$ cat src/rtl/memory_access_stage.sv
// memory_access_stage: RV32I memory stage bridging load/store requests to a req/ack data-memory port.
//   Ports: clk, rst_n (async active-low); MemReadM, MemWriteM, Funct3M, ALUResultM, WriteDataM from EX/MEM;
//   DataMemoryOutM, StallM, MisalignM, BusErrorM to the pipeline; mem_req/we/addr/wdata/be, mem_ack/rdata to memory.
module memory_access_stage #(
   parameter int TIMEOUT_CYCLES = 16
) (
   input  logic        clk,
   input  logic        rst_n,
   input  logic        MemReadM,
   input  logic        MemWriteM,
   input  logic [2:0]  Funct3M,
   input  logic [31:0] ALUResultM,
   input  logic [31:0] WriteDataM,
   output logic [31:0] DataMemoryOutM,
   output logic        StallM,
   output logic        MisalignM,
   output logic        BusErrorM,
   output logic        mem_req,
   output logic        mem_we,
   output logic [31:0] mem_addr,
   output logic [31:0] mem_wdata,
   output logic [3:0]  mem_be,
   input  logic        mem_ack,
   input  logic [31:0] mem_rdata
);
   typedef enum logic [1:0] {IDLE, BUSY, DONE} state_t;
   localparam logic [7:0] TO = 8'(TIMEOUT_CYCLES);
   state_t      state_q;
   logic [7:0]  cnt_q, cnt_d;
   logic [2:0]  f3_q;
   logic [1:0]  off_q;
   logic [31:0] addr_q, wdata_q, dout_q, wdata_d, sh, ld_fmt;
   logic [3:0]  be_q, be_d;
   logic        we_q, berr_q, access, start, is_b, is_h, is_w, timeout;
   // Funct3 low bits 00 = byte, 01 = half; any other code behaves as a word
   assign is_b      = Funct3M[1:0] == 2'b00;
   assign is_h      = Funct3M[1:0] == 2'b01;
   assign is_w      = Funct3M[1];
   assign access    = MemReadM | MemWriteM;
   assign MisalignM = access & (is_w ? |ALUResultM[1:0] : is_h & ALUResultM[0]);
   assign start     = access & ~MisalignM;
   assign StallM    = rst_n & ((state_q == IDLE & start) | state_q == BUSY);
   assign mem_req   = state_q == BUSY;
   assign cnt_d     = cnt_q + 8'd1;
   assign timeout   = TO != 8'd0 && cnt_d == TO;
   assign be_d      = ~MemWriteM ? 4'hF : is_b ? 4'b0001 << ALUResultM[1:0] :
                      is_h ? (ALUResultM[1] ? 4'b1100 : 4'b0011) : 4'hF;
   assign wdata_d   = ~MemWriteM ? 32'd0 : is_b ? {4{WriteDataM[7:0]}} :
                      is_h ? {2{WriteDataM[15:0]}} : WriteDataM;
   // Shift the addressed lane down to bit 0, then extend per the latched funct3 (bit 2 = unsigned)
   assign sh        = mem_rdata >> {off_q, 3'b000};
   assign ld_fmt    = f3_q[1:0] == 2'b00 ? {{24{~f3_q[2] & sh[7]}}, sh[7:0]} :
                      f3_q[1:0] == 2'b01 ? {{16{~f3_q[2] & sh[15]}}, sh[15:0]} : mem_rdata;
   assign DataMemoryOutM = dout_q;
   assign BusErrorM = berr_q;
   assign mem_we    = we_q;
   assign mem_addr  = addr_q;
   assign mem_wdata = wdata_q;
   assign mem_be    = be_q;
   always_ff @(posedge clk or negedge rst_n) begin
      if (!rst_n) begin
         state_q <= IDLE;
         cnt_q   <= '0;
         f3_q    <= '0;
         off_q   <= '0;
         addr_q  <= '0;
         wdata_q <= '0;
         dout_q  <= '0;
         be_q    <= '0;
         we_q    <= 1'b0;
         berr_q  <= 1'b0;
      end else begin
         case (state_q)
            IDLE: if (start) begin
               addr_q  <= {ALUResultM[31:2], 2'b00};
               off_q   <= ALUResultM[1:0];
               f3_q    <= Funct3M;
               we_q    <= MemWriteM;
               be_q    <= be_d;
               wdata_q <= wdata_d;
               cnt_q   <= '0;
               state_q <= BUSY;
            end
            BUSY: begin
               cnt_q <= cnt_d;
               // An ack arriving on the timeout cycle still completes normally
               if (mem_ack) begin
                  dout_q  <= we_q ? 32'd0 : ld_fmt;
                  state_q <= DONE;
               end else if (timeout) begin
                  dout_q  <= 32'd0;
                  berr_q  <= 1'b1;
                  state_q <= DONE;
               end
            end
            DONE: begin
               berr_q  <= 1'b0;
               cnt_q   <= '0;
               state_q <= IDLE;
            end
            default: state_q <= IDLE;
         endcase
      end
   end
endmodule

$ cat config.mk
export PLATFORM = sky130hd
export DESIGN_NAME = memory_access_stage
export DESIGN_NICKNAME = d
export VERILOG_FILES = /design/src/rtl/memory_access_stage.sv
export SDC_FILE = /design/constraint.sdc
export NUM_CORES = 1
export LEC_CHECK = 0
export CAP_MARGIN = 20
export CORE_UTILIZATION = 45
export DETAILED_ROUTE_END_ITERATION = 12
export PLACE_DENSITY = 0.81
export SKIP_LAST_GASP = 1
export SYNTH_ARGS = -nofsm -noshare
export SYNTH_HDL_FRONTEND = slang
export SYNTH_SLANG_ARGS = --single-unit
$ cat constraint.sdc
create_clock -name clk -period 2.89 [get_ports clk]
set_clock_uncertainty 0.05 [all_clocks]
set_input_delay 0.289 -clock clk [delete_from_list [all_inputs] [get_ports clk]]
set_output_delay 0.289 -clock clk [all_outputs]
set_load 0.1 [all_outputs]
==> flow_summary.ini, run 1 <==
[timing]
fin_crit_sh_pct = 85.7
rsz0062_at_grt = no
timing.final.max_slew_violations = 0
period_minus_slack_ps = 2480
finalHoldViolCount = 0
fin_hold_ws_ps = 356
maxSlewHeadroom_pct = 35.0
setup-violations-final = 0
max_freq_ghz = 0.404
tns_ps = 0
worst_pin_slew_ps = 975
finalWorstSetupSlack_ps = 413

[placed_design]
io_buffers = 206
hpwl_um = 12000
place_ws_ps = 470
gp_congestion = 0.921

[layout]
antenna_cells = 0
drive_above_1_share_pct = 27.4
fillCellCount = 909
area_delta_synth_final_pct = 47.1
num-nets-final = 855

[cts]
cts_max_path_buffers = 2
cts_inserted_buffers = 17
clk_pin_slew_ps = 50
cts_tree = done
root_buffer = clkbuf_16
htree_levels = 4
cts_sinks = 115
clk_latency_ps = 410
post-cts-setup-buffers = 0

[setup_path]
rr_endpoint = DataMemoryOutM[24]
end_kind = flip-flop
start_kind = flip-flop
cp_max_fo = 23
ff2ff_setup_slack_ps = 410
cp_data_arrival_time_ps = 2750
cp.required_ps = 3160
rr_startpoint = cnt_q[0]
critical_path_class = reg2reg
r2r.worst_path.cells = 6

[drt]
wire_per_inst_um = 18.1
final_antenna_net_count = 0
vias_per_cell = 5.64
drc_errors = 0
drtPass1Iterations = 5
vias = 5107
postRouteWirelength_um = 16400
dr.first_iter.drc_count = 500

[run_status]
status = completed

[hold_path]
hp-class = in2async

[grt]
grt_pass1_wl_um = 26100
grt_pass1_vias = 5084
grt_max_degree = 105
grt_overflow = 0
antenna_found_initial = 0
grt_usage_pct = 26.6

[floorplanning]
initial_utilization_pct = 46.3
fp.dieW_um = 113
core_area_mm2 = 0.0120
ios = 209
fp-row-count = 40
die-area_mm2 = 0.0128
dieHeight_um = 113

[flow_run]
drv_cap = 0

[logic_synthesis]
avgSynthCellArea_um2 = 10.2
synth_cells = 545
yosysSeqAreaShare_pct = 51.8
synth-seq-cells = 115
synth_area_mm2 = 0.00556
synth_cell_types = 49
ys.flop_type = dfrtp_1
async_flop_share_pct = 100
synth-edff-count = 0
yosysWarnings = 0
-- synthesized netlist by cell type, types with 2 or more instances --
cell         n  share of area (%)
dfrtp_1    115                 52
nand2_1     88                5.9
o21ai_0     73                6.6
mux2_2      56                 11
nor2_1      42                2.8
clkbuf_1    25                1.7
o2bb2ai_1   23                3.6
mux2i_1     13                2.3
a21oi_1     11               0.99
buf_1        8               0.54
inv_1        7               0.47
nand2b_1     6               0.68
nand3_1      6               0.54
and3_1       5               0.56
ha_1         5                1.1
a21o_1       4               0.54
a221o_1      4               0.72
a221oi_1     4               0.63
and2_1       4               0.45
nor2b_1      4               0.45
o31ai_1      4               0.54
o2111ai_1    3               0.47
a211o_1      2               0.32
a31oi_1      2               0.23
buf_2        2               0.18
buf_4        2               0.27
nand3b_1     2               0.27
nor3_1       2               0.18
o211ai_1     2               0.27
o22a_1       2               0.32
-- critical path, cell delays in order (launching register included) --
cell and delay, ps:
dfrtp_1 430, nand3_2 160, o21ai_0 360, a211oi_2 150
o21ai_2 770, buf_4 310, o2bb2ai_1 140
-- registers in the layout, summed over array words and instances (netlist names), 2 cells and up --
| name | cells |
|---|---|
| mem_wdata | 32 |
| state_q | 2 |
| f3_q | 3 |
| mem_be | 4 |
| DataMemoryOutM | 32 |
| off_q | 2 |
| mem_addr | 30 |
| cnt_q | 8 |
-- cells by family after synthesis --
kind of cell             count (synthesis)  share of synthesized area [%]
other                                    1                         0.0675
buffers and inverters                   45                           3.22
flip-flops                             115                           51.8
adder cells (fa/ha/maj)                  5                           1.13
multiplexers                            70                           14.1
AND/OR/NAND/NOR                        165                           12.8
AO/OA/AOI/OAI                          143                           16.7
XOR/XNOR                                 1                          0.158
-- routing by layer --
layer | GRT usage [%] | vias to the layer above | part of all wire, %
met2 | 42.5 | 277 | 47
met4 | 10.4 | 0 | 2.2
met1 | 33.2 | 2463 | 41
li1 | - | 2331 | -
met3 | 9.21 | 36 | 9.2
met5 | 0 | - | 0
-- final cells by class --
cell class | instances | area [µm²] | area share (%)
Sequential cell | 115 | 2880 | 35.2
Multi-Input combinational cell | 386 | 2520 | 30.8
Timing Repair Buffer | 218 | 1930 | 23.6
Clock buffer | 23 | 478 | 5.85
Tap cell | 147 | 184 | 2.25
Clock inverter | 9 | 151 | 1.85
Inverter | 8 | 30.0 | 0.367
-- placed cells by master (no fill, tap or decap), types with 4 or more instances in the layout --
cell type        Yosys  routed
a21o_1               4       4
a21oi_1             11      11
a221o_1              4       4
a221oi_1             4       4
and2_1               4       4
and3_1               5       5
buf_4                2     112
bufinv_16            0       4
clkbuf_16            0      17
clkdlybuf4s50_1      0     102
dfrtp_1            115     115
ha_1                 5       5
inv_1                7       7
mux2_2              56      56
mux2i_1             13      13
nand2_1             88      87
nand2b_1             6       6
nand3_1              6       6
nor2_1              42      42
nor2b_1              4       4
o21ai_0             73      73
o2bb2ai_1           23      23
o31ai_1              4       4
-- how the worst max path moves through the flow --
stage | cells after the start | slack (ps) | startpoint | endpoint
after floorplan | 4 | 140 | state_q[1] | StallM
after global placement | 6 | 540 | cnt_q[0] | DataMemoryOutM[19]
after detailed placement | 6 | 470 | cnt_q[0] | DataMemoryOutM[24]
after CTS | 6 | 450 | cnt_q[0] | DataMemoryOutM[24]
after global routing | 6 | 220 | cnt_q[0] | DataMemoryOutM[26]
final | 6 | 410 | cnt_q[0] | DataMemoryOutM[24]
-- repair_timing --
item | in CTS | in global routing
endpoints found under the hold margin | 39 | 0
resized for setup | 0 | 0
hold buffers | 1 | 0
-- metrics by stage --
step / area, µm² / instances / utilization [%]
2_1_floorplan: 5570 / 546 / -
3_3_place_gp: 7530 / 873 / 62.7
3_5_place_dp: 7530 / 873 / 62.7
4_1_cts: 8170 / 906 / 68.1
5_1_grt: 8170 / 906 / 68.1
6_report: 8170 / 906 / 68.1
Power of run 1 is not shown: default switching activity piles up to over one toggle a cycle in this logic, so the estimate is an artifact.
==> run 2: changes to the inputs <==
SKIP_CTS_REPAIR_TIMING = 1   (was not set)
SLEW_MARGIN = 20   (was not set)
==> results of run 2 <==
Final layout, timing and power as in run 1 (identical DEF).
Power of run 2 is left out for the same reason.
